<file path="config.mk">
export PLATFORM = sky130hd
export DESIGN_NAME = icache_miss_ctrl_flat
export DESIGN_NICKNAME = d
export VERILOG_FILES = /design/src/rtl/icache_pkg.sv /design/src/rtl/icache_miss_ctrl_if.sv /design/src/rtl/icache_fill_counter.sv /design/src/rtl/icache_miss_ctrl.sv /design/src/flat_wrapper.sv
export SDC_FILE = /design/constraint.sdc
export NUM_CORES = 1
export LEC_CHECK = 0
export CAP_MARGIN = 40
export CORE_ASPECT_RATIO = 0.5
export CORE_MARGIN = 3
export CORE_UTILIZATION = 40
export CTS_CLUSTER_SIZE = 20
export DETAILED_ROUTE_END_ITERATION = 12
export HOLD_SLACK_MARGIN = 0.03
export PLACE_DENSITY_LB_ADDON = 0.08
export SLEW_MARGIN = 20
export SYNTH_ARGS = -nofsm -noshare
export SYNTH_HDL_FRONTEND = slang
export SYNTH_HIERARCHICAL = 1
export SYNTH_SLANG_ARGS = --single-unit
</file>
<file path="constraint.sdc">
create_clock -name i_clk -period 5.6 [get_ports i_clk]
set_clock_uncertainty 0.05 [all_clocks]
set_input_delay 1.68 -clock i_clk [delete_from_list [all_inputs] [get_ports i_clk]]
set_output_delay 1.68 -clock i_clk [all_outputs]
set_load 0.005 [all_outputs]
</file>
<file path="src/rtl/icache_pkg.sv">
// Shared constants and state encoding for the instruction-cache miss path.
package icache_pkg;

  localparam int READ_WORD_WIDTH = 20;
  localparam int ADDR_WIDTH      = 16;
  localparam int WORDS_PER_LINE  = 4;
  localparam int OFFSET_WIDTH    = $clog2(WORDS_PER_LINE);

  typedef enum logic [1:0] {
    ST_IDLE = 2'd0,
    ST_REQ  = 2'd1,
    ST_FILL = 2'd2,
    ST_RESP = 2'd3
  } miss_state_t;

endpackage

</file>
<file path="src/rtl/icache_miss_ctrl_if.sv">
// Miss-controller bus: fetch-side miss input, memory line request/return,
// data/tag array write ports and the missed-word output.
interface icache_miss_ctrl_if #(
  parameter int READ_WORD_WIDTH = icache_pkg::READ_WORD_WIDTH,
  parameter int ADDR_WIDTH      = icache_pkg::ADDR_WIDTH
) ();

  logic                       i_miss;
  logic [ADDR_WIDTH-1:0]      i_miss_addr;
  logic                       o_miss_state;
  logic                       o_mem_req;
  logic [ADDR_WIDTH-1:0]      o_mem_addr;
  logic                       i_mem_ready;
  logic [READ_WORD_WIDTH-1:0] i_mem_word;
  logic                       i_mem_word_valid;
  logic                       o_fill_we;
  logic [ADDR_WIDTH-1:0]      o_fill_addr;
  logic [READ_WORD_WIDTH-1:0] o_fill_word;
  logic                       o_tag_we;
  logic [ADDR_WIDTH-1:0]      o_tag_addr;
  logic [READ_WORD_WIDTH-1:0] o_missed_word;
  logic                       o_missed_word_valid;

  // Controller side: issues memory requests and drives the array write ports.
  modport master (
    input  i_miss, i_miss_addr, i_mem_ready, i_mem_word, i_mem_word_valid,
    output o_miss_state, o_mem_req, o_mem_addr, o_fill_we, o_fill_addr,
           o_fill_word, o_tag_we, o_tag_addr, o_missed_word, o_missed_word_valid
  );

  // Environment side: fetch unit, memory and the cache arrays.
  modport slave (
    output i_miss, i_miss_addr, i_mem_ready, i_mem_word, i_mem_word_valid,
    input  o_miss_state, o_mem_req, o_mem_addr, o_fill_we, o_fill_addr,
           o_fill_word, o_tag_we, o_tag_addr, o_missed_word, o_missed_word_valid
  );

endinterface

</file>
<file path="src/rtl/icache_fill_counter.sv">
// Beat counter for a line fill: synchronous clear, count enable and a
// last-beat flag. Wraps to zero naturally after the final beat.
module icache_fill_counter #(
  parameter int WORDS_PER_LINE = icache_pkg::WORDS_PER_LINE
) (
  input  logic                              i_clk,
  input  logic                              i_rst,
  input  logic                              i_clr,
  input  logic                              i_en,
  output logic [$clog2(WORDS_PER_LINE)-1:0] o_count,
  output logic                              o_last
);

  localparam int OFF_W = $clog2(WORDS_PER_LINE);

  // Beat count register; clear takes priority over enable.
  always_ff @(posedge i_clk or posedge i_rst) begin
    if (i_rst) begin
      o_count <= '0;
    end else if (i_clr) begin
      o_count <= '0;
    end else if (i_en) begin
      o_count <= o_count + 1'b1;
    end
  end

  assign o_last = (o_count == OFF_W'(WORDS_PER_LINE - 1));

endmodule

</file>
<file path="src/rtl/icache_miss_ctrl.sv">
// Single-outstanding instruction-cache miss sequencer: request the line,
// stream beats into the data array, write the tag on the last beat, then
// present the requested word for one cycle.
module icache_miss_ctrl #(
  parameter int READ_WORD_WIDTH = icache_pkg::READ_WORD_WIDTH,
  parameter int ADDR_WIDTH      = icache_pkg::ADDR_WIDTH,
  parameter int WORDS_PER_LINE  = icache_pkg::WORDS_PER_LINE
) (
  input  logic               i_clk,
  input  logic               i_rst,
  icache_miss_ctrl_if.master bus
);

  import icache_pkg::*;

  localparam int OFF_W = $clog2(WORDS_PER_LINE);

  miss_state_t                state_q, state_d;
  logic [ADDR_WIDTH-1:0]      addr_q;
  logic [READ_WORD_WIDTH-1:0] word_q;
  logic [ADDR_WIDTH-1:0]      line_base;
  logic [OFF_W-1:0]           beat_cnt;
  logic                       beat_last;
  logic                       cnt_clr;
  logic                       cnt_en;

  assign line_base = {addr_q[ADDR_WIDTH-1:OFF_W], {OFF_W{1'b0}}};

  icache_fill_counter #(
    .WORDS_PER_LINE(WORDS_PER_LINE)
  ) u_fill_counter (
    .i_clk  (i_clk),
    .i_rst  (i_rst),
    .i_clr  (cnt_clr),
    .i_en   (cnt_en),
    .o_count(beat_cnt),
    .o_last (beat_last)
  );

  // Miss FSM state register.
  always_ff @(posedge i_clk or posedge i_rst) begin
    if (i_rst) begin
      state_q <= ST_IDLE;
    end else begin
      state_q <= state_d;
    end
  end

  // Miss address capture in IDLE and critical-word capture during the fill.
  always_ff @(posedge i_clk or posedge i_rst) begin
    if (i_rst) begin
      addr_q <= '0;
      word_q <= '0;
    end else begin
      if (state_q == ST_IDLE && bus.i_miss) begin
        addr_q <= bus.i_miss_addr;
      end
      if (state_q == ST_FILL && bus.i_mem_word_valid &&
          beat_cnt == addr_q[OFF_W-1:0]) begin
        word_q <= bus.i_mem_word;
      end
    end
  end

  // Next-state and output decode; fill and tag writes pass through in the beat cycle.
  always_comb begin
    state_d                 = state_q;
    cnt_clr                 = 1'b0;
    cnt_en                  = 1'b0;
    bus.o_mem_req           = 1'b0;
    bus.o_mem_addr          = '0;
    bus.o_fill_we           = 1'b0;
    bus.o_fill_addr         = '0;
    bus.o_fill_word         = '0;
    bus.o_tag_we            = 1'b0;
    bus.o_tag_addr          = '0;
    bus.o_missed_word_valid = 1'b0;
    unique case (state_q)
      ST_IDLE: begin
        if (bus.i_miss) state_d = ST_REQ;
      end
      ST_REQ: begin
        bus.o_mem_req  = 1'b1;
        bus.o_mem_addr = line_base;
        if (bus.i_mem_ready) begin
          cnt_clr = 1'b1;
          state_d = ST_FILL;
        end
      end
      ST_FILL: begin
        if (bus.i_mem_word_valid) begin
          cnt_en          = 1'b1;
          bus.o_fill_we   = 1'b1;
          bus.o_fill_addr = {addr_q[ADDR_WIDTH-1:OFF_W], beat_cnt};
          bus.o_fill_word = bus.i_mem_word;
          if (beat_last) begin
            bus.o_tag_we   = 1'b1;
            bus.o_tag_addr = line_base;
            state_d        = ST_RESP;
          end
        end
      end
      ST_RESP: begin
        bus.o_missed_word_valid = 1'b1;
        state_d                 = ST_IDLE;
      end
      default: state_d = ST_IDLE;
    endcase
  end

  assign bus.o_miss_state  = (state_q != ST_IDLE);
  assign bus.o_missed_word = word_q;

endmodule
</file>
<file path="src/flat_wrapper.sv">
// flat-port wrapper written by rule: the top's interface ports become plain ports
module icache_miss_ctrl_flat import icache_pkg::*;
#(
  parameter int READ_WORD_WIDTH = icache_pkg::READ_WORD_WIDTH,
  parameter int ADDR_WIDTH      = icache_pkg::ADDR_WIDTH,
  parameter int WORDS_PER_LINE  = icache_pkg::WORDS_PER_LINE
)
  (i_clk, i_rst, bus_i_miss, bus_i_miss_addr, bus_i_mem_ready, bus_i_mem_word, bus_i_mem_word_valid, bus_o_miss_state, bus_o_mem_req, bus_o_mem_addr, bus_o_fill_we, bus_o_fill_addr, bus_o_fill_word, bus_o_tag_we, bus_o_tag_addr, bus_o_missed_word, bus_o_missed_word_valid);
  icache_miss_ctrl_if #(.READ_WORD_WIDTH(READ_WORD_WIDTH), .ADDR_WIDTH(ADDR_WIDTH)) bus_i ();
  input  logic i_clk;
  input  logic i_rst;
  input wire logic [$bits(bus_i.i_miss)-1:0] bus_i_miss;
  input wire logic [$bits(bus_i.i_miss_addr)-1:0] bus_i_miss_addr;
  input wire logic [$bits(bus_i.i_mem_ready)-1:0] bus_i_mem_ready;
  input wire logic [$bits(bus_i.i_mem_word)-1:0] bus_i_mem_word;
  input wire logic [$bits(bus_i.i_mem_word_valid)-1:0] bus_i_mem_word_valid;
  output wire logic [$bits(bus_i.o_miss_state)-1:0] bus_o_miss_state;
  output wire logic [$bits(bus_i.o_mem_req)-1:0] bus_o_mem_req;
  output wire logic [$bits(bus_i.o_mem_addr)-1:0] bus_o_mem_addr;
  output wire logic [$bits(bus_i.o_fill_we)-1:0] bus_o_fill_we;
  output wire logic [$bits(bus_i.o_fill_addr)-1:0] bus_o_fill_addr;
  output wire logic [$bits(bus_i.o_fill_word)-1:0] bus_o_fill_word;
  output wire logic [$bits(bus_i.o_tag_we)-1:0] bus_o_tag_we;
  output wire logic [$bits(bus_i.o_tag_addr)-1:0] bus_o_tag_addr;
  output wire logic [$bits(bus_i.o_missed_word)-1:0] bus_o_missed_word;
  output wire logic [$bits(bus_i.o_missed_word_valid)-1:0] bus_o_missed_word_valid;
  assign bus_i.i_miss = bus_i_miss;
  assign bus_i.i_miss_addr = bus_i_miss_addr;
  assign bus_i.i_mem_ready = bus_i_mem_ready;
  assign bus_i.i_mem_word = bus_i_mem_word;
  assign bus_i.i_mem_word_valid = bus_i_mem_word_valid;
  assign bus_o_miss_state = bus_i.o_miss_state;
  assign bus_o_mem_req = bus_i.o_mem_req;
  assign bus_o_mem_addr = bus_i.o_mem_addr;
  assign bus_o_fill_we = bus_i.o_fill_we;
  assign bus_o_fill_addr = bus_i.o_fill_addr;
  assign bus_o_fill_word = bus_i.o_fill_word;
  assign bus_o_tag_we = bus_i.o_tag_we;
  assign bus_o_tag_addr = bus_i.o_tag_addr;
  assign bus_o_missed_word = bus_i.o_missed_word;
  assign bus_o_missed_word_valid = bus_i.o_missed_word_valid;
  icache_miss_ctrl #(.READ_WORD_WIDTH(READ_WORD_WIDTH), .ADDR_WIDTH(ADDR_WIDTH), .WORDS_PER_LINE(WORDS_PER_LINE)) u_core (.i_clk(i_clk), .i_rst(i_rst), .bus(bus_i));
endmodule
</file>
==> results of run 1 <==
==> cell usage in the layout (no fill, tap or decap), types with 2 or more instances in the layout <==
cell / n
sky130_fd_sc_hd__clkdlybuf4s50_1: 129
sky130_fd_sc_hd__dfrtp_1: 40
sky130_fd_sc_hd__and3_1: 36
sky130_fd_sc_hd__and2_1: 29
sky130_fd_sc_hd__mux2_4: 20
sky130_fd_sc_hd__mux2_2: 16
sky130_fd_sc_hd__clkbuf_8: 7
sky130_fd_sc_hd__inv_1: 6
sky130_fd_sc_hd__ha_1: 5
sky130_fd_sc_hd__conb_1: 4
sky130_fd_sc_hd__buf_4: 4
sky130_fd_sc_hd__xnor2_1: 3
sky130_fd_sc_hd__nor2_1: 2
==> synthesized netlist by cell type (all sizes together) <==
master / n / area [µm²]
mux2: 37 / 492
dfrtp: 40 / 1000
a221oi: 1 / 15.0
and2: 30 / 190
o32a: 1 / 10.0
ha: 5 / 62.6
nand2: 2 / 10.0
and3: 38 / 244
inv: 6 / 22.5
buf: 8 / 80.1
nor2: 2 / 7.51
xnor2: 3 / 26.3
nor2b: 1 / 6.26
conb: 1 / 3.75
clkbuf: 9 / 35.0
mux2i: 1 / 10.0
==> stage by stage <==
stage	utilization (%)	hold WS [ps]	total power (W)	cell area, µm²
5_1_grt	71.0	488	0.00176	3650
4_1_cts	71.0	465	0.00167	3650
3_3_place_gp	68.6	442	0.00138	3520
3_5_place_dp	68.6	441	0.00140	3520
2_1_floorplan	-	449	0.000962	2230
6_report	71.0	461	0.00166	3650
==> flip-flops by register name, summed over array words and instances, names as in the netlist <==
signal	count
u_core/u_fill_counter/o_count	2
u_core/addr_q	16
u_core/state_q	2
u_core/bus.o_missed_word	20
==> how the worst max path moves through the flow <==
stage / startpoint / endpoint / cells past startpoint
after floorplan: bus_i_mem_word_valid / bus_o_tag_addr[10] / 3
after global placement: bus_i_mem_word_valid / bus_o_tag_addr[9] / 4
after CTS: bus_i_mem_word_valid / bus_o_tag_addr[2] / 4
after detailed placement: bus_i_mem_word_valid / bus_o_tag_addr[5] / 4
final: bus_i_mem_word_valid / bus_o_tag_addr[2] / 4
after global routing: bus_i_mem_word_valid / bus_o_tag_addr[13] / 4
==> metal layers <==
metal | GRT usage, % | vias to the layer above | wire length, µm
li1 | - | 872 | -
met1 | 24.4 | 891 | 2800
met2 | 32.2 | 85 | 2860
met3 | 6.47 | 6 | 523
met4 | 4.68 | 0 | 63
met5 | 0 | - | 0
==> cell type report <==
class,count,area (µm²)
clock buffer,7,96.3
clock inverter,1,30.0
fill,384,1490
inverter,6,22.5
multi-input combinational,125,1090
sequential,40,1000
tap,70,87.6
timing repair buffer,133,1320
==> worst reg2reg max path, stage by stage (launching register included) <==
cell	delay (ps)
sky130_fd_sc_hd__dfrtp_1	420
sky130_fd_sc_hd__inv_1	100
sky130_fd_sc_hd__ha_1	450
sky130_fd_sc_hd__and2_4	260
sky130_fd_sc_hd__and3_4	450
sky130_fd_sc_hd__mux2_4	350
==> report_power, final <==
part | leakage [nW] | internal, W | total (W) | switching, W
clock network | 0.0645 | 0.000157 | 0.000255 | 0.0000976
logic | 1.11 | 0.000568 | 0.000859 | 0.000292
registers | 0.482 | 0.000436 | 0.000541 | 0.000105
==> cells by family (layout without fill, tap and decap cells) <==
kind of cell / count (synthesis) / in the layout
and+or+nand+nor: 73 / 73
buffers and inverters: 23 / 147
other: 1 / 4
xor gates and xnor gates: 3 / 3
AOI/OAI and AO/OA: 2 / 2
muxes: 38 / 38
adders and majority gates: 5 / 5
DFF: 40 / 40
==> Flow_metrics.wiki, run 1 <==
{| class="wikitable"
! Metric !! Value
|-
| Number of search-and-repair iterations in the first detailed-routing pass || 4
|-
| Worst Min Path Start || u_core/bus.o_missed_word[7]
|-
| DR WL/cell || 16.4 µm
|-
| Accumulated negative setup slack || 0 ps
|-
| Diode insertion count for antenna repair || 0
|-
| Drt via density || 4.85
|-
| CP cell instances || clkdlybuf4s50_1 > and3_2 > and2_1 > clkdlybuf4s50_1
|-
| Synthesized-area fraction occupied by xor and xnor cells || 1.19%
|-
| Worst Setup Slack, final || 686 ps
|-
| Power per standard cell area || 454 nW/µm²
|-
| Clock slew at the register clock pins of the worst setup and hold paths || 70 ps
|-
| Post-layout net count || 357
|-
| Final Slew Violations || 0
|-
| CP Data Required Time || 3870 ps
|-
| Sequential element share of the synthesized area || 45.2%
|-
| Maximum single-stage delay on the critical path || 500 ps
|-
| Final HPWL from detailed placement || 4.55 mm
|-
| Final critical-path share of the clock period || 87.7%
|-
| Count of instances resized after the clock tree is built || 0
|-
| Die Ht || 58.6 µm
|-
| TritonCTS clock tree || yes
|-
| Total placed cells including tap cells || 374
|-
| Area of the core region || 5130 µm²
|-
| Worst r2r src || u_core/state_q[0]
|-
| Upper clock frequency limit || 0.204 GHz
|-
| Number of clock sinks || 40
|-
| Initial antenna violation count || 0
|-
| Die Wd || 111 µm
|-
| Synthesized instance count || 185
|-
| Kind of critical path || in -> out
|-
| Total via count after detailed routing || 1,854
|-
| Last weighted congestion value of the routability-driven placer || 0.751
|-
| Layout Cells excl Fill || 382
|-
| Critical Path End Type || output pin
|-
| Reg-to-reg critical path endpoint || u_core/bus.o_missed_word[13]
|-
| Total count of hold-check failures in the final report || 0
|-
| Leakage || 1.66 nW
|-
| Clk buf depth || 2
|-
| Congestion Overflow GR || 0
|-
| Dominant combinational cell family by area after synthesis || multiplexers
|-
| Starting density of the core || 43.2%
|-
| Clock root cell || sky130_fd_sc_hd__clkbuf_8
|-
| Number of buffers inserted by port buffering || 129
|-
| Highest fanout seen on the critical path || 15
|-
| First-pass GRT wire length || 9.92 mm
|-
| Slew of the pin with the lowest slew margin || 620 ps
|-
| Classification of the worst-slack hold path || reg -> reg
|-
| Fraction of the mapped netlist area in compound gates || 1.13%
|-
| Buffers inserted during post-CTS setup optimization || 0
|-
| Unrepaired setup endpoints after global routing || no
|-
| Synth Cell Area || 2220 µm²
|-
| H-tree level count || 2
|-
| Depth of the worst register-to-register path || 5
|-
| Cell with the biggest individual delay on the critical path || sky130_fd_sc_hd__clkdlybuf4s50_1
|-
| Worst vdd ir || 0.208 mV
|-
| Crit path time final || 4910 ps
|-
| Number of buffers added to fix hold violations after cts || 0
|-
| Number of buffers created by CTS || 5
|-
| Synth Warn # || 6
|-
| Outcome || finished clean
|-
| Final wirelength || 6.25 mm
|-
| IO Count || 134
|-
| Simple logic cell fraction of the synthesized area || 20.7%
|-
| Die area || 6520 µm²
|-
| Reported max-cap violation count || 0
|-
| Number of endpoints failing setup at the final stage || 0
|-
| Hold worst-path end || u_core/bus.o_missed_word[7]
|-
| Synthesized area per cell || 12.0 µm²
|-
| Area growth, synth to finish || 64.6%
|-
| Cell seen most often among critical-path stages || sky130_fd_sc_hd__clkdlybuf4s50_1
|-
| Place WS || 662 ps
|-
| Number of different library cells in the post-synthesis netlist || 25
|-
| Share of synthesized area spent on multiplexers || 22.6%
|-
| Global Route Usage Sum || 19.2%
|-
| Share of synthesized cell area in full adder, half adder and majority cells || 2.82%
|-
| Cell depth of the worst min-delay path || 1
|-
| Data arrival time of the critical path || 3180 ps
|-
| Dominant delay contributor by cell family on the critical path || buffers and inverters
|-
| Type of origin of the critical path || input port
|-
| Standard-cell row count || 18
|-
| Pin count of the biggest net entering global routing || 28
|-
| CP bufs+invs || 2
|-
| Register-to-register path setup slack || 3400 ps
|-
| Drc violations || 0
|-
| Number of synthesized register bits || 40
|-
| Number of routed nets with antenna violations || 0
|-
| Normalized max-slew margin || 58.6%
|-
| Vias in the first global route || 1,925
|-
| Layout cell share with drive strength beyond 1 || 17.0%
|-
| Clock network latency to the later pin of the worst-skew pair || 280 ps
|-
| Iteration-0 DRC count of the detailed router || 58
|}
Note: power is estimated with default switching activity, not from simulation.
==> run 2: changes to the inputs <==
Settings changed: SKIP_LAST_GASP from default to 1.
==> results of run 2 <==
No change in the layout: final DEF, timing and power equal those of run 1.
==> run 3: changes to the inputs <==
Settings changed: PLACE_DENSITY_LB_ADDON 0.08 to 0.3.
==> Flow_metrics.wiki, run 3 (synthesis gave the netlist of run 1 again) <==
{| class="wikitable"
! Metric !! Value
|-
| Number of clock sinks || 40
|-
| Number of search-and-repair iterations in the first detailed-routing pass || 4
|-
| Highest fanout seen on the critical path || 15
|-
| Register-to-register path setup slack || 3450 ps
|-
| Classification of the worst-slack hold path || reg -> reg
|-
| Vias in the first global route || 1,911
|-
| Area post-placement || 3520 µm²
|-
| Total number of cells along the worst setup path || 4
|-
| TritonCTS clock tree || yes
|-
| Final Slew Violations || 0
|-
| Clock slew at the register clock pins of the worst setup and hold paths || 70 ps
|-
| Drc violations || 0
|-
| Count of instances resized after the clock tree is built || 0
|-
| Total count of hold-check failures in the final report || 0
|-
| Depth of the worst register-to-register path || 5
|-
| Cell with the biggest individual delay on the critical path || sky130_fd_sc_hd__clkdlybuf4s50_1
|-
| Number of buffers added to fix hold violations after cts || 0
|-
| Clock network latency to the later pin of the worst-skew pair || 280 ps
|-
| Crit path time final || 4950 ps
|-
| H-tree level count || 2
|-
| CP cell instances || clkdlybuf4s50_1 > and3_2 > and2_1 > clkdlybuf4s50_1
|-
| IO Count || 134
|-
| Clock root cell || sky130_fd_sc_hd__clkbuf_8
|-
| Unrepaired setup endpoints after global routing || no
|-
| Largest register FFs || 20
|-
| Final standard cell area without fillers || 3610 µm²
|-
| First-pass GRT wire length || 9.77 mm
|-
| Starting density of the core || 43.2%
|-
| Normalized max-slew margin || 57.1%
|-
| Initial antenna violation count || 0
|-
| CP bufs+invs || 2
|-
| Final critical-path share of the clock period || 88.3%
|-
| Final wirelength || 6.07 mm
|-
| Total power || 0.00159 W
|-
| Diode insertion count for antenna repair || 0
|-
| Global Route Usage Sum || 18.8%
|-
| Leakage || 1.64 nW
|-
| Commonest non-fill, non-tap cells in the layout || sky130_fd_sc_hd__clkdlybuf4s50_1 (129), sky130_fd_sc_hd__dfrtp_1 (40), sky130_fd_sc_hd__and3_1 (36)
|-
| Die Wd || 111 µm
|-
| Die area || 6520 µm²
|-
| Buffers inserted during post-CTS setup optimization || 0
|-
| Kind of critical path || in -> out
|-
| Power per standard cell area || 439 nW/µm²
|-
| Area of the core region || 5130 µm²
|-
| Reported max-cap violation count || 0
|-
| Layout cell share with drive strength beyond 1 || 16.3%
|-
| Number of buffers inserted by port buffering || 129
|-
| Upper clock frequency limit || 0.202 GHz
|-
| Number of buffers created by CTS || 5
|-
| Last weighted congestion value of the routability-driven placer || 0.731
|-
| Cell depth of the worst min-delay path || 1
|-
| Cell seen most often among critical-path stages || sky130_fd_sc_hd__clkdlybuf4s50_1
|-
| Total via count after detailed routing || 1,848
|-
| Outcome || finished clean
|-
| Area growth, synth to finish || 63.0%
|-
| Drt via density || 4.84
|-
| Dominant delay contributor by cell family on the critical path || buffers and inverters
|-
| Data arrival time of the critical path || 3220 ps
|-
| Iteration-0 DRC count of the detailed router || 103
|-
| Maximum single-stage delay on the critical path || 510 ps
|-
| Congestion Overflow GR || 0
|-
| Pin count of the biggest net entering global routing || 29
|-
| Die Ht || 58.6 µm
|-
| Post-layout net count || 357
|-
| Standard-cell row count || 18
|-
| Accumulated negative setup slack || 0 ps
|-
| DR WL/cell || 15.9 µm
|-
| Critical Path End Type || output pin
|-
| Clk buf depth || 2
|-
| CP Data Required Time || 3870 ps
|-
| Share of the core filled with cells in the final layout || 70.3%
|-
| Number of routed nets with antenna violations || 0
|-
| Worst vdd ir || 0.182 mV
|-
| Number of endpoints failing setup at the final stage || 0
|-
| Final HPWL from detailed placement || 4.49 mm
|-
| Type of origin of the critical path || input port
|-
| Leading cell type in the layout, fill and taps excluded || sky130_fd_sc_hd__clkdlybuf4s50_1
|-
| Slew of the pin with the lowest slew margin || 640 ps
|}
[run 3: layout make-up]
| class | instances | area [µm²] |
|---|---|---|
| Inverter | 6 | 22.5 |
| Clock buffer | 8 | 90.1 |
| Sequential cell | 40 | 1000 |
| Timing Repair Buffer | 133 | 1320 |
| Tap cell | 70 | 87.6 |
| Multi-Input combinational cell | 125 | 1090 |
| Fill cell | 388 | 1520 |
[run 3: stage by stage]
| step | worst slack, ps | hold WS [ps] | instances |
|---|---|---|---|
| floorplan | 1620 | 449 | 188 |
| global placement | 697 | 443 | 374 |
| detailed placement | 637 | 444 | 374 |
| CTS | 633 | 465 | 382 |
| global route | 589 | 479 | 382 |
| finish | 654 | 463 | 382 |
[run 3: power by group]
part	switching [W]	leakage (nW)	internal, W
combinational	0.000288	1.11	0.000568
clock	0.0000913	0.0455	0.000100
sequential	0.000103	0.482	0.000436
[run 3: final timing paths]
path,endpoint,from
worst max register to register,u_core/bus.o_missed_word[6],u_core/state_q[0]
worst min register to register,u_core/bus.o_missed_word[7],u_core/bus.o_missed_word[7]
max in group asynchronous,u_core/bus.o_missed_word[15],i_rst
min in group asynchronous,u_core/u_fill_counter/o_count[1],i_rst
worst max-delay path,bus_o_tag_addr[5],bus_i_mem_word_valid
worst min-delay path,u_core/bus.o_missed_word[7],u_core/bus.o_missed_word[7]
[run 3: layer usage]
layer  global-route usage [%]  wire length, µm  up-vias
met2                     35.1             3140       66
met3                     6.37              435        2
met1                     21.9             2460      911
li1                         -                -      869
met4                     2.60               27        0
met5                        0                0        -
[run 3: worst register-to-register path: stages, from the launching register on]
cell,delay (ps)
sky130_fd_sc_hd__dfrtp_1,420
sky130_fd_sc_hd__inv_1,90
sky130_fd_sc_hd__ha_1,420
sky130_fd_sc_hd__and2_4,250
sky130_fd_sc_hd__and3_4,450
sky130_fd_sc_hd__mux2_4,350
